===== config.mk =====
export PLATFORM = sky130hd
export DESIGN_NAME = vga_sprite_compositor_flat
export DESIGN_NICKNAME = d
export VERILOG_FILES = /design/src/rtl/vga_pkg.sv /design/src/rtl/vga_sprite_compositor_if.sv /design/src/rtl/vga_sprite_hit.sv /design/src/rtl/vga_sprite_compositor.sv /design/src/flat_wrapper.sv
export SDC_FILE = /design/constraint.sdc
export NUM_CORES = 2
export LEC_CHECK = 0
export CELL_PAD_IN_SITES_DETAIL_PLACEMENT = 1
export CELL_PAD_IN_SITES_GLOBAL_PLACEMENT = 1
export CORE_AREA = 4 4 727 729
export DETAILED_ROUTE_END_ITERATION = 6
export DIE_AREA = 0 0 731 733
export PLACE_DENSITY_LB_ADDON = 0.1
export SYNTH_ARGS = -nofsm -noshare
export SYNTH_HDL_FRONTEND = slang
export SYNTH_SLANG_ARGS = --single-unit

===== constraint.sdc =====
create_clock -name clk -period 4.56 [get_ports clk]
set_input_delay 0.684 -clock clk [delete_from_list [all_inputs] [get_ports clk]]
set_output_delay 0.684 -clock clk [all_outputs]
set_load 0.03 [all_outputs]

===== src/rtl/vga_pkg.sv =====
// Shared types for the sprite compositor: tile codes, colour type and the
// tile palette.
package vga_pkg;

    localparam logic [7:0] BDR = 8'd0;
    localparam logic [7:0] SKY = 8'd1;
    localparam logic [7:0] BLK = 8'd2;
    localparam logic [7:0] GND = 8'd3;
    localparam logic [7:0] TKN = 8'd4;
    localparam logic [7:0] CLK = 8'd5;

    localparam int PKG_POS_W = 11;

    typedef struct packed {
        logic [3:0] r;
        logic [3:0] g;
        logic [3:0] b;
    } rgb_t;

    typedef logic signed [PKG_POS_W-1:0] pos_t;

    function automatic rgb_t tile_to_rgb(input logic [7:0] code);
        rgb_t c;
        case (code)
            SKY, TKN: c = rgb_t'(12'h09F);
            BLK:      c = rgb_t'(12'h843);
            GND:      c = rgb_t'(12'h0F2);
            default:  c = rgb_t'(12'h000);
        endcase
        return c;
    endfunction

endpackage


===== src/rtl/vga_sprite_compositor_if.sv =====
// Fetch bus between the compositor and the per-channel sprite ROMs; the ROM
// side answers combinationally from the local coordinates.
interface vga_sprite_compositor_if #(
    parameter int NUM_SPRITES = 4,
    parameter int LOC_W       = 6
);
    logic [NUM_SPRITES-1:0][LOC_W-1:0] sprite_lx;
    logic [NUM_SPRITES-1:0][LOC_W-1:0] sprite_ly;
    logic [NUM_SPRITES-1:0][11:0]      sprite_rgb;
    logic [NUM_SPRITES-1:0]            sprite_opaque;

    modport master (output sprite_lx, sprite_ly, input sprite_rgb, sprite_opaque);
    modport slave  (input sprite_lx, sprite_ly, output sprite_rgb, sprite_opaque);
endinterface


===== src/rtl/vga_sprite_hit.sv =====
// Per-channel window test: does (row, col) fall inside the sprite's half-open
// square, and where inside it.
module vga_sprite_hit #(
    parameter int SPRITE_SIZE = 42,
    parameter int POS_W       = 11,
    parameter int LOC_W       = 6
) (
    input  logic [9:0]             row,
    input  logic [9:0]             col,
    input  logic signed [POS_W-1:0] pos_x,
    input  logic signed [POS_W-1:0] pos_y,
    input  logic                   en,
    output logic                   hit,
    output logic [LOC_W-1:0]       lx,
    output logic [LOC_W-1:0]       ly
);
    localparam int CW = POS_W + 1;
    localparam logic signed [CW-1:0] SIZE_S = CW'(SPRITE_SIZE);

    logic signed [CW-1:0] col_s, row_s, x_s, y_s, x_end, y_end;

    // One extra bit keeps x+SPRITE_SIZE and negative positions exact.
    assign col_s = {{(CW-10){1'b0}}, col};
    assign row_s = {{(CW-10){1'b0}}, row};
    assign x_s   = {pos_x[POS_W-1], pos_x};
    assign y_s   = {pos_y[POS_W-1], pos_y};
    assign x_end = x_s + SIZE_S;
    assign y_end = y_s + SIZE_S;

    assign hit = en && (col_s >= x_s) && (col_s < x_end)
                    && (row_s >= y_s) && (row_s < y_end);
    assign lx  = hit ? LOC_W'(col_s - x_s) : '0;
    assign ly  = hit ? LOC_W'(row_s - y_s) : '0;
endmodule


===== src/rtl/vga_sprite_compositor.sv =====
// Three-stage pixel compositor: fixed-priority sprites over the tile map,
// frame-latched sprite positions and per-frame player collision flags.
module vga_sprite_compositor
    import vga_pkg::*;
#(
    parameter int NUM_SPRITES = 4,
    parameter int SPRITE_SIZE = 42,
    parameter int BLOCK_WIDTH = 40,
    parameter int TILE_ROWS   = 12,
    parameter int TILE_COLS   = 17,
    parameter int POS_W       = 11,
    parameter int LOC_W       = 6
) (
    input  logic                                     clk,
    input  logic                                     rst_n,
    input  logic                                     pixel_valid,
    input  logic [9:0]                               row,
    input  logic [9:0]                               col,
    input  logic                                     frame_start,
    input  logic [NUM_SPRITES-1:0][POS_W-1:0]        sprite_x,
    input  logic [NUM_SPRITES-1:0][POS_W-1:0]        sprite_y,
    input  logic [NUM_SPRITES-1:0]                   sprite_en,
    input  logic [TILE_ROWS-1:0][TILE_COLS-1:0][7:0] background,
    vga_sprite_compositor_if.master                  fetch,
    output logic                                     out_valid,
    output logic [3:0]                               red,
    output logic [3:0]                               green,
    output logic [3:0]                               blue,
    output logic [NUM_SPRITES-1:0]                   collision,
    output logic                                     collision_valid
);
    localparam int RIDX_W = $clog2(TILE_ROWS);
    localparam int CIDX_W = $clog2(TILE_COLS);

    logic signed [POS_W-1:0] shadow_x_reg [NUM_SPRITES];
    logic signed [POS_W-1:0] shadow_y_reg [NUM_SPRITES];
    logic [NUM_SPRITES-1:0]  shadow_en_reg;

    logic                    hit_next [NUM_SPRITES];
    logic [LOC_W-1:0]        lx_next  [NUM_SPRITES];
    logic [LOC_W-1:0]        ly_next  [NUM_SPRITES];
    logic [9:0]              tile_r, tile_c;
    logic [7:0]              tile_code_next;

    logic                    s1_valid_reg;
    logic [NUM_SPRITES-1:0]  s1_hit_reg;
    logic [7:0]              s1_tile_reg;
    logic [NUM_SPRITES-1:0][LOC_W-1:0] lx_reg, ly_reg;

    logic                    s2_valid_reg;
    logic [NUM_SPRITES-1:0]  s2_vis_reg;
    rgb_t                    s2_rgb_reg [NUM_SPRITES];
    rgb_t                    s2_bg_reg;

    logic                    out_valid_reg;
    rgb_t                    out_rgb_reg, pix_next;
    logic [NUM_SPRITES-1:0]  coll_acc_reg, coll_set_next, collision_reg;
    logic                    collision_valid_reg;

    // Live positions are only sampled at frame_start, so a sprite cannot move mid-frame.
    always_ff @(posedge clk or negedge rst_n) begin
        if (!rst_n) begin
            shadow_en_reg <= '0;
            for (int i = 0; i < NUM_SPRITES; i++) begin
                shadow_x_reg[i] <= '0;
                shadow_y_reg[i] <= '0;
            end
        end else if (frame_start) begin
            shadow_en_reg <= sprite_en;
            for (int i = 0; i < NUM_SPRITES; i++) begin
                shadow_x_reg[i] <= sprite_x[i];
                shadow_y_reg[i] <= sprite_y[i];
            end
        end
    end

    generate
        for (genvar gi = 0; gi < NUM_SPRITES; gi++) begin : g_hit
            vga_sprite_hit #(
                .SPRITE_SIZE (SPRITE_SIZE),
                .POS_W       (POS_W),
                .LOC_W       (LOC_W)
            ) u_hit (
                .row   (row),
                .col   (col),
                .pos_x (shadow_x_reg[gi]),
                .pos_y (shadow_y_reg[gi]),
                .en    (shadow_en_reg[gi]),
                .hit   (hit_next[gi]),
                .lx    (lx_next[gi]),
                .ly    (ly_next[gi])
            );
        end
    endgenerate

    always_comb begin
        tile_r         = row / 10'(BLOCK_WIDTH);
        tile_c         = col / 10'(BLOCK_WIDTH);
        tile_code_next = BDR;
        if (tile_r < 10'(TILE_ROWS) && tile_c < 10'(TILE_COLS))
            tile_code_next = background[tile_r[RIDX_W-1:0]][tile_c[CIDX_W-1:0]];
    end

    // S1 works from the incoming pixel so a pixel on the frame_start edge sees the old shadow.
    always_ff @(posedge clk or negedge rst_n) begin
        if (!rst_n) begin
            s1_valid_reg <= 1'b0;
            s1_hit_reg   <= '0;
            s1_tile_reg  <= BDR;
            lx_reg       <= '0;
            ly_reg       <= '0;
        end else begin
            s1_valid_reg <= pixel_valid;
            s1_tile_reg  <= tile_code_next;
            for (int i = 0; i < NUM_SPRITES; i++) begin
                s1_hit_reg[i] <= hit_next[i];
                lx_reg[i]     <= lx_next[i];
                ly_reg[i]     <= ly_next[i];
            end
        end
    end

    assign fetch.sprite_lx = lx_reg;
    assign fetch.sprite_ly = ly_reg;

    always_ff @(posedge clk or negedge rst_n) begin
        if (!rst_n) begin
            s2_valid_reg <= 1'b0;
            s2_vis_reg   <= '0;
            s2_bg_reg    <= '0;
            for (int i = 0; i < NUM_SPRITES; i++) s2_rgb_reg[i] <= '0;
        end else begin
            s2_valid_reg <= s1_valid_reg;
            s2_bg_reg    <= tile_to_rgb(s1_tile_reg);
            for (int i = 0; i < NUM_SPRITES; i++) begin
                s2_vis_reg[i] <= s1_hit_reg[i] && fetch.sprite_opaque[i];
                s2_rgb_reg[i] <= rgb_t'(fetch.sprite_rgb[i]);
            end
        end
    end

    // Lowest visible index wins, so iterate from the lowest priority upwards.
    always_comb begin
        pix_next      = s2_bg_reg;
        coll_set_next = '0;
        for (int i = NUM_SPRITES - 1; i >= 0; i--)
            if (s2_vis_reg[i]) pix_next = s2_rgb_reg[i];
        for (int i = 1; i < NUM_SPRITES; i++)
            coll_set_next[i] = s2_valid_reg && s2_vis_reg[0] && s2_vis_reg[i];
    end

    always_ff @(posedge clk or negedge rst_n) begin
        if (!rst_n) begin
            out_valid_reg       <= 1'b0;
            out_rgb_reg         <= '0;
            coll_acc_reg        <= '0;
            collision_reg       <= '0;
            collision_valid_reg <= 1'b0;
        end else begin
            out_valid_reg <= s2_valid_reg;
            if (s2_valid_reg) out_rgb_reg <= pix_next;
            if (frame_start) begin
                collision_reg       <= coll_acc_reg | coll_set_next;
                coll_acc_reg        <= '0;
                collision_valid_reg <= 1'b1;
            end else begin
                coll_acc_reg        <= coll_acc_reg | coll_set_next;
                collision_valid_reg <= 1'b0;
            end
        end
    end

    assign out_valid       = out_valid_reg;
    assign red             = out_rgb_reg.r;
    assign green           = out_rgb_reg.g;
    assign blue            = out_rgb_reg.b;
    assign collision       = collision_reg;
    assign collision_valid = collision_valid_reg;
endmodule


===== src/flat_wrapper.sv =====
// flat-port wrapper written by rule: the top's interface ports become plain ports
module vga_sprite_compositor_flat import vga_pkg::*;
#(
    parameter int NUM_SPRITES = 4,
    parameter int SPRITE_SIZE = 42,
    parameter int BLOCK_WIDTH = 40,
    parameter int TILE_ROWS   = 12,
    parameter int TILE_COLS   = 17,
    parameter int POS_W       = 11,
    parameter int LOC_W       = 6
)
  (clk, rst_n, pixel_valid, row, col, frame_start, sprite_x, sprite_y, sprite_en, background, out_valid, red, green, blue, collision, collision_valid, fetch_sprite_lx, fetch_sprite_ly, fetch_sprite_rgb, fetch_sprite_opaque);
  vga_sprite_compositor_if #(.NUM_SPRITES(NUM_SPRITES), .LOC_W(LOC_W)) fetch_i ();
  input  logic clk;
  input  logic rst_n;
  input  logic pixel_valid;
  input  logic [9:0] row;
  input  logic [9:0] col;
  input  logic frame_start;
  input  logic [NUM_SPRITES-1:0][POS_W-1:0] sprite_x;
  input  logic [NUM_SPRITES-1:0][POS_W-1:0] sprite_y;
  input  logic [NUM_SPRITES-1:0] sprite_en;
  input  logic [TILE_ROWS-1:0][TILE_COLS-1:0][7:0] background;
  output logic out_valid;
  output logic [3:0] red;
  output logic [3:0] green;
  output logic [3:0] blue;
  output logic [NUM_SPRITES-1:0] collision;
  output logic collision_valid;
  output wire logic [$bits(fetch_i.sprite_lx)-1:0] fetch_sprite_lx;
  output wire logic [$bits(fetch_i.sprite_ly)-1:0] fetch_sprite_ly;
  input wire logic [$bits(fetch_i.sprite_rgb)-1:0] fetch_sprite_rgb;
  input wire logic [$bits(fetch_i.sprite_opaque)-1:0] fetch_sprite_opaque;
  assign fetch_sprite_lx = fetch_i.sprite_lx;
  assign fetch_sprite_ly = fetch_i.sprite_ly;
  assign fetch_i.sprite_rgb = fetch_sprite_rgb;
  assign fetch_i.sprite_opaque = fetch_sprite_opaque;
  vga_sprite_compositor #(.NUM_SPRITES(NUM_SPRITES), .SPRITE_SIZE(SPRITE_SIZE), .BLOCK_WIDTH(BLOCK_WIDTH), .TILE_ROWS(TILE_ROWS), .TILE_COLS(TILE_COLS), .POS_W(POS_W), .LOC_W(LOC_W)) u_core (.clk(clk), .rst_n(rst_n), .pixel_valid(pixel_valid), .row(row), .col(col), .frame_start(frame_start), .sprite_x(sprite_x), .sprite_y(sprite_y), .sprite_en(sprite_en), .background(background), .fetch(fetch_i), .out_valid(out_valid), .red(red), .green(green), .blue(blue), .collision(collision), .collision_valid(collision_valid));
endmodule

== Word-level counts from Yosys, hierarchy flattened ==
Index checks and enable logic that the tools add are counted.
Word-level totals
  flip-flop bits (word level): 240
  input port bits: 1800
  output and inout bits: 66
  logic and storage cells: 133
Operators by class
  add/sub/neg operators: 16
  divide/modulo/power cells: 2
  $lt $le $gt $ge: 20
  equal/unequal tests: 4
  muxes and demuxes: 20
  bitwise logic cells: 1
  reductions and logical operators: 26
Operators with widths (number)
  $bmux W136 S4: 1
  $mux W136: 1
  $add A11 B7 Y12 const B: 8
  $lt A11 B12 Y1: 8
  $ge A11 B11 Y1: 8
  $mux W12: 4
  $mux W6: 8
  $sub A6 B6 Y6: 8
  $bmux W8 S5: 1
  $pmux W12 S3: 1
  $logic_and A1 B1 Y1: 25
  $div A10 B6 Y10 const B: 2
  $eq A8 B2 Y1 const B: 2
  $mux W8: 2
  $lt A10 B4 Y1 const B: 1
  $lt A10 B5 Y1 const B: 1
  $eq A8 B1 Y1 const B: 1
  $eq A8 B3 Y1 const B: 1
  $lt A5 B6 Y1 const B: 1
  $lt A4 B5 Y1 const B: 1
  $mux W4: 1
  $or A4 B4 Y4: 1
  $reduce_or A2 Y1: 1
  $mux W1: 1

== Logic depth before layout (Yosys ltp) ==
  depth after elaboration: 6
  gate-level depth with buffers: 17
  mapped depth without buffers: 15

== Modules after synthesis ==
Synthesis repeated with hierarchy kept, for this count alone.
Second synthesis, totals
  cells, all modules: 3808
  area total of the unflattened synthesis: 29592.1 um2
Modules (own cells, without submodules)
  vga_sprite_compositor: times used 1, cells an instance 3003, area each 23442.5 um2, sequential area each 5830.6 um2
  vga_sprite_hit (u_core.g_hit[0].u_hit ...): times used 3, cells an instance 204, area each 1531.5 um2, sequential area each 0.0 um2
  vga_sprite_hit (u_core.g_hit[3].u_hit): times used 1, cells an instance 193, area each 1555.2 um2, sequential area each 0.0 um2

== Least setup slack after synthesis ==
Ideal clock, no wire load.
  path type: in2reg
  start point: input port col[0]
  end point: register u_core.lx_reg, in the netlist u_core.fetch.sprite_lx[17]
  library setup time: 0.101 ns
  arrival time: 3.576 ns
  required time: 4.459 ns
  slack: 0.883 ns
  stages on the path: 16
  path buffers: 1
  cells stage by stage: inv_1 > ha_1 > inv_1 > fa_1 > a21o_1 > a21o_1 > a21o_1 > a21o_1 > a21o_1 > a21o_1 > a21o_1 > a21o_1 > a21o_1 > a221o_1 > clkbuf_1 > nor4_1
On the way
  longest elaborated chain between the ends: 6
  elaborated cells on any way between the ends: 8
  classes of those cells: add/sub (1); order compare (2); mux (1); reduce/logical (4)
RTL lines
  start: declaration: line flat_wrapper.sv:18  | input logic [9:0] col;
  $ge A11 B11 Y1: line vga_sprite_hit.sv:30  | assign hit = en && (col_s >= x_s) && (col_s < x_end)
  $logic_and A1 B1 Y1 (2 in series): line vga_sprite_hit.sv:30
  $logic_and A1 B1 Y1 (2 in series): line vga_sprite_hit.sv:31  | && (row_s >= y_s) && (row_s < y_end);
  $mux W6 *: line vga_sprite_hit.sv:32  | assign lx = hit ? LOC_W'(col_s - x_s) : '0;
  via u_core.g_hit[2].u_hit.lx[5]: line vga_sprite_hit.sv:14  | output logic [LOC_W-1:0] lx,
  end signal: indexed assignment: line vga_sprite_compositor.sv:117  | lx_reg[i] <= lx_next[i];
  end: declaration: line vga_sprite_compositor.sv:48  | logic [NUM_SPRITES-1:0][LOC_W-1:0] lx_reg, ly_reg;
Mark *: on every way through the listed nets, which the timed path passes. The rest lies on a longest branch.
A chain may end at the register's enable or synchronous reset.

== Worst setup path in the final report ==
  start point: input port row[8]
  end point: register u_core.s1_tile_reg[7]
On the way
  longest elaborated chain between the ends: 6
  elaborated cells on any way between the ends: 8
  classes of those cells: div (1); order compare (1); mux (5); reduce/logical (1)
RTL lines
  start: declaration: line flat_wrapper.sv:17  | input logic [9:0] row;
  $div A10 B6 Y10 *: line vga_sprite_compositor.sv:97  | tile_r = row / 10'(BLOCK_WIDTH);
  $bmux W136 S4: line vga_sprite_compositor.sv:101  | tile_code_next = background[tile_r[RIDX_W-1:0]][tile_c[CIDX_W-1:0]];
  $mux W136 (not written as such): line vga_sprite_compositor.sv:101
  $bmux W8 S5: line vga_sprite_compositor.sv:101
  $mux W8 (not written as such): line vga_sprite_compositor.sv:101
  $mux W8 *: line vga_sprite_compositor.sv:100  | if (tile_r < 10'(TILE_ROWS) && tile_c < 10'(TILE_COLS))
  via u_core.tile_code_next[7]: line vga_sprite_compositor.sv:43  | logic [7:0] tile_code_next;
  end signal: assignment: line vga_sprite_compositor.sv:114  | s1_tile_reg <= tile_code_next;
  end: declaration: line vga_sprite_compositor.sv:47  | logic [7:0] s1_tile_reg;
Mark *: on every way through the listed nets, which the timed path passes. The rest lies on a longest branch. The select of a mux whose other input is x is not followed.

==> impl_results.md <==
- Hold path depth: 0
- Outcome: finished clean
- Number of max-cap violations: 0
- CP Data Required Time: 5.08 ns
- Tcrit/Tclk final: 0.993
- Tmin final: approximately 4.5 ns
- Family with the most delay on the worst path: compound AO/OA/AOI/OAI gates
- EDFF count, synth: 0
- I/O pin count: 1866
- Die Area: about 0.54 sq mm
- DP HPWL: about 460000 um
- Syn avg cell area: roughly 7.3 sq um
- Final core occ: 0.126
- Max Clock Freq: 221 MHz
- Final #Nets: 8438
- Critical Path Slowest Stage Cell: clkdlybuf4s50_1
- RSZ-0062 raised after global routing: false
- Cell area after synthesis: 0.0297 sq mm
- Final Hold Vio Count: 0
- Rows: 266
- Power Density: 236 mW/mm^2
- Instance count on the critical path: 17
- Initial antenna violation count: 580
- Crit path cell chain: clkdlybuf4s50_1 > o21bai_1 > buf_4 > a221o_1 > a21oi_1 > o31a_1 > o21a_4 > buf_12 > buf_12 > buf_4 > mux2i_2 > buf_4 > o211ai_1 > a2bb2oi_1 > a31oi_2 > buf_12 > o211ai_1
- Fin area: 0.0658 sq mm
- Routed vias/inst: 3.34
- Grt ovf: 0
- Die height: between 700 and 800 um
- All-Layer GR Usage: 0.181
- H-tree depth: 2
- Worst-path fanout max: 17
- Clock tree buffer depth: 3
- ANT nets after route: 0
- TritonCTS clock tree: done
- Worst skew pair latency: 0.66 ns
- Area Growth Syn to Fin: 121%
- IO buf count: 1864
- Vias: 45300
- Clock Skews: 0.0399 ns
- Clk pin slew, worst setup/hold paths: 0.06 ns
- Post-synthesis sequential area ratio: 0.196
- Final setup violating endpoints: 0
- Clock root cell: clkbuf_16
- Syn Nets: 6047
- YS warnings: 0
- Number of global-route vias before repair: around 49000
- Leakage: between 0.02 and 0.03 uW
- Unique masters post-synth: 86
- Top FF cell, synth: dfrtp_1
- Share of layout cells above drive strength 1: 0.170
- RePlAce Congestion: 0.835
- Largest register FFs: 48
- VDD IR max: 258 uV
- Final WL: 506000 um
- CP Buf/Inv Count: 7
- Number of DRC markers in iteration 0: between 2000 and 2500
- Initial DRT Pass Iterations: 5
- Core area: 0.523 sq mm
- TNS Setup: 0 ns
- HP Class: register to register
- First-pass GRT wire length: 613000 um
- Largest net degree at the start of global routing: 83
- Setup crit end kind: register
- # clock sinks: about 230
- Asr flop ratio synth: 1.00
- Seq cells post-synth: 233
- Max-slew violation count: 0
- Actual slew at the worst max-slew pin: about 1.0 ns
- Placed cells: 13400
- Crit path kind: primary input to register
- Finished Layout Cells: approximately 14000
- Drt drc: 0
- Post-DP Area: 0.0636 sq mm
- Worst R2R Path Depth: 16
- Chip width: around 730 um
- Starting Density: 0.0568
- Crit path DAT: 5.05 ns
- Relative slew slack: 0.309
- Syn Inst Count: 4079
- Max incr delay on CP: 0.55 ns
- CTS buffer count: 41
- Startpoint Class: primary input
- Routed WL per cell: 37.3 um
[cell usage in the layout, fill, tap and decap left out, types with 19 or more instances in the layout]
master / netlist / layout
clkdlybuf4s50_1: 0 / 1854
nand2_1: 833 / 830
buf_4: 19 / 669
nand3_1: 325 / 322
mux2i_1: 259 / 252
dfrtp_1: 233 / 233
inv_1: 167 / 167
a21oi_1: 163 / 158
o21ai_0: 161 / 156
nor2_1: 161 / 153
ha_1: 152 / 152
buf_12: 0 / 141
a31oi_1: 125 / 112
nand4_1: 104 / 104
a21o_1: 103 / 102
diode_2: 0 / 99
nor3_1: 79 / 76
mux2_2: 68 / 68
o22ai_1: 67 / 66
xnor2_1: 61 / 61
a211oi_1: 56 / 52
o211ai_1: 49 / 49
o221ai_1: 45 / 45
clkbuf_16: 0 / 42
o311ai_0: 35 / 34
a221oi_1: 33 / 31
nor2b_1: 28 / 25
o31a_1: 21 / 21
and2_1: 21 / 20
o21a_1: 21 / 19
and3_1: 21 / 19
xor2_1: 20 / 19
[cells by family (layout without fill, tap and decap cells)]
kind of cell	after synthesis	in the layout	share of synthesized area
and+or+nand+nor	1670	1670	0.255
AOI/OAI and AO/OA	1079	1079	0.251
buffers and inverters	503	2923	0.0730
muxes	344	344	0.126
DFF	233	233	0.196
adders and majority gates	168	168	0.0748
xor gates and xnor gates	81	81	0.0239
other	1	100	0.000126
[synth_stat cells (all sizes together) (23+ instances only)]
library cell  count  share of area
mux2i           259          0.087
mux2             68          0.026
nand3           327          0.055
a31oi           125          0.026
inv             168          0.021
nor2b            28         0.0059
a311oi           23         0.0068
o21ai           167          0.028
nor2            161          0.020
nand4           104          0.022
a221oi           34          0.010
a21oi           163          0.027
o311ai           35          0.010
clkbuf          175          0.022
o22ai            68          0.015
dfrtp           233           0.20
o211ai           49          0.012
o221ai           45          0.013
a22oi            23         0.0058
nand2           834           0.11
xnor2            61          0.018
and2             23         0.0048
a211oi           56          0.014
a21o            104          0.027
ha              152          0.064
nor3             81          0.014
buf             160          0.030
[final cells by class]
class | count | area, sq um
diodes | 99 | 248
clock buffers | 52 | 1160
clock inverters | 20 | 244
fillers | 61800 | 457000
inverters | 168 | 631
multi-input cells | 3343 | 22400
flip-flops and latches | 233 | 5830
well taps | 6968 | 8720
repair buffers | 2683 | 26600
[report_power, final]
group / internal (uW) / switching, uW / leakage, uW
clock network: 1980 / 1380 / 0.000684
logic: 4380 / 5450 / 0.0217
registers: 2230 / 134 / 0.00294
total: 8590 / 6960 / 0.0253
[final timing paths]
path | start | end | slack [ns]
max reg2reg | u_core.shadow_x_reg[12]$_DFFE_PN0P_ | u_core.fetch.sprite_lx[17]$_DFF_PN0_ | 0.45
max in group asynchronous | rst_n | u_core.s1_tile_reg[4]$_DFF_PN0_ | 2.87
min reg2reg | u_core.s1_valid_reg$_DFF_PN0_ | u_core.s2_valid_reg$_DFF_PN0_ | 0.35
min in group asynchronous | rst_n | u_core.shadow_y_reg[15]$_DFFE_PN0P_ | 0.64
max | row[8] | u_core.s1_tile_reg[7]$_DFF_PN0_ | 0.03
min | u_core.s1_valid_reg$_DFF_PN0_ | u_core.s2_valid_reg$_DFF_PN0_ | 0.35
[per-layer routing]
metal	wire length (um)	GRT usage	vias up
met5	2160	0	-
met4	12300	0.0286	328
met3	49400	0.0763	991
met2	253000	0.329	2133
met1	189000	0.197	21900
li1	-	-	20000
[through the flow]
step	setup slack (ns)	power, uW	hold WS, ns
after CTS	-0.00136	16100	0.337
final	0.0323	15600	0.348
after global routing	0.00535	16600	0.367
after floorplan	0.883	5750	0.331
after global placement	-1.56	12400	0.338
after detailed placement	-1.46	12400	0.340
[repair_timing]
| action | in CTS | in global routing |
|---|---|---|
| setup buffers | 7 | 5 |
| setup endpoints to repair | 8 | 8 |
| hold endpoints to repair | 15 | 0 |
| pin swaps | 2 | 4 |
| gates resized for setup | 33 | 39 |
| hold buffers | 1 | 0 |
| cloned | 0 | 1 |
Note: power is estimated with default switching activity, not from simulation.
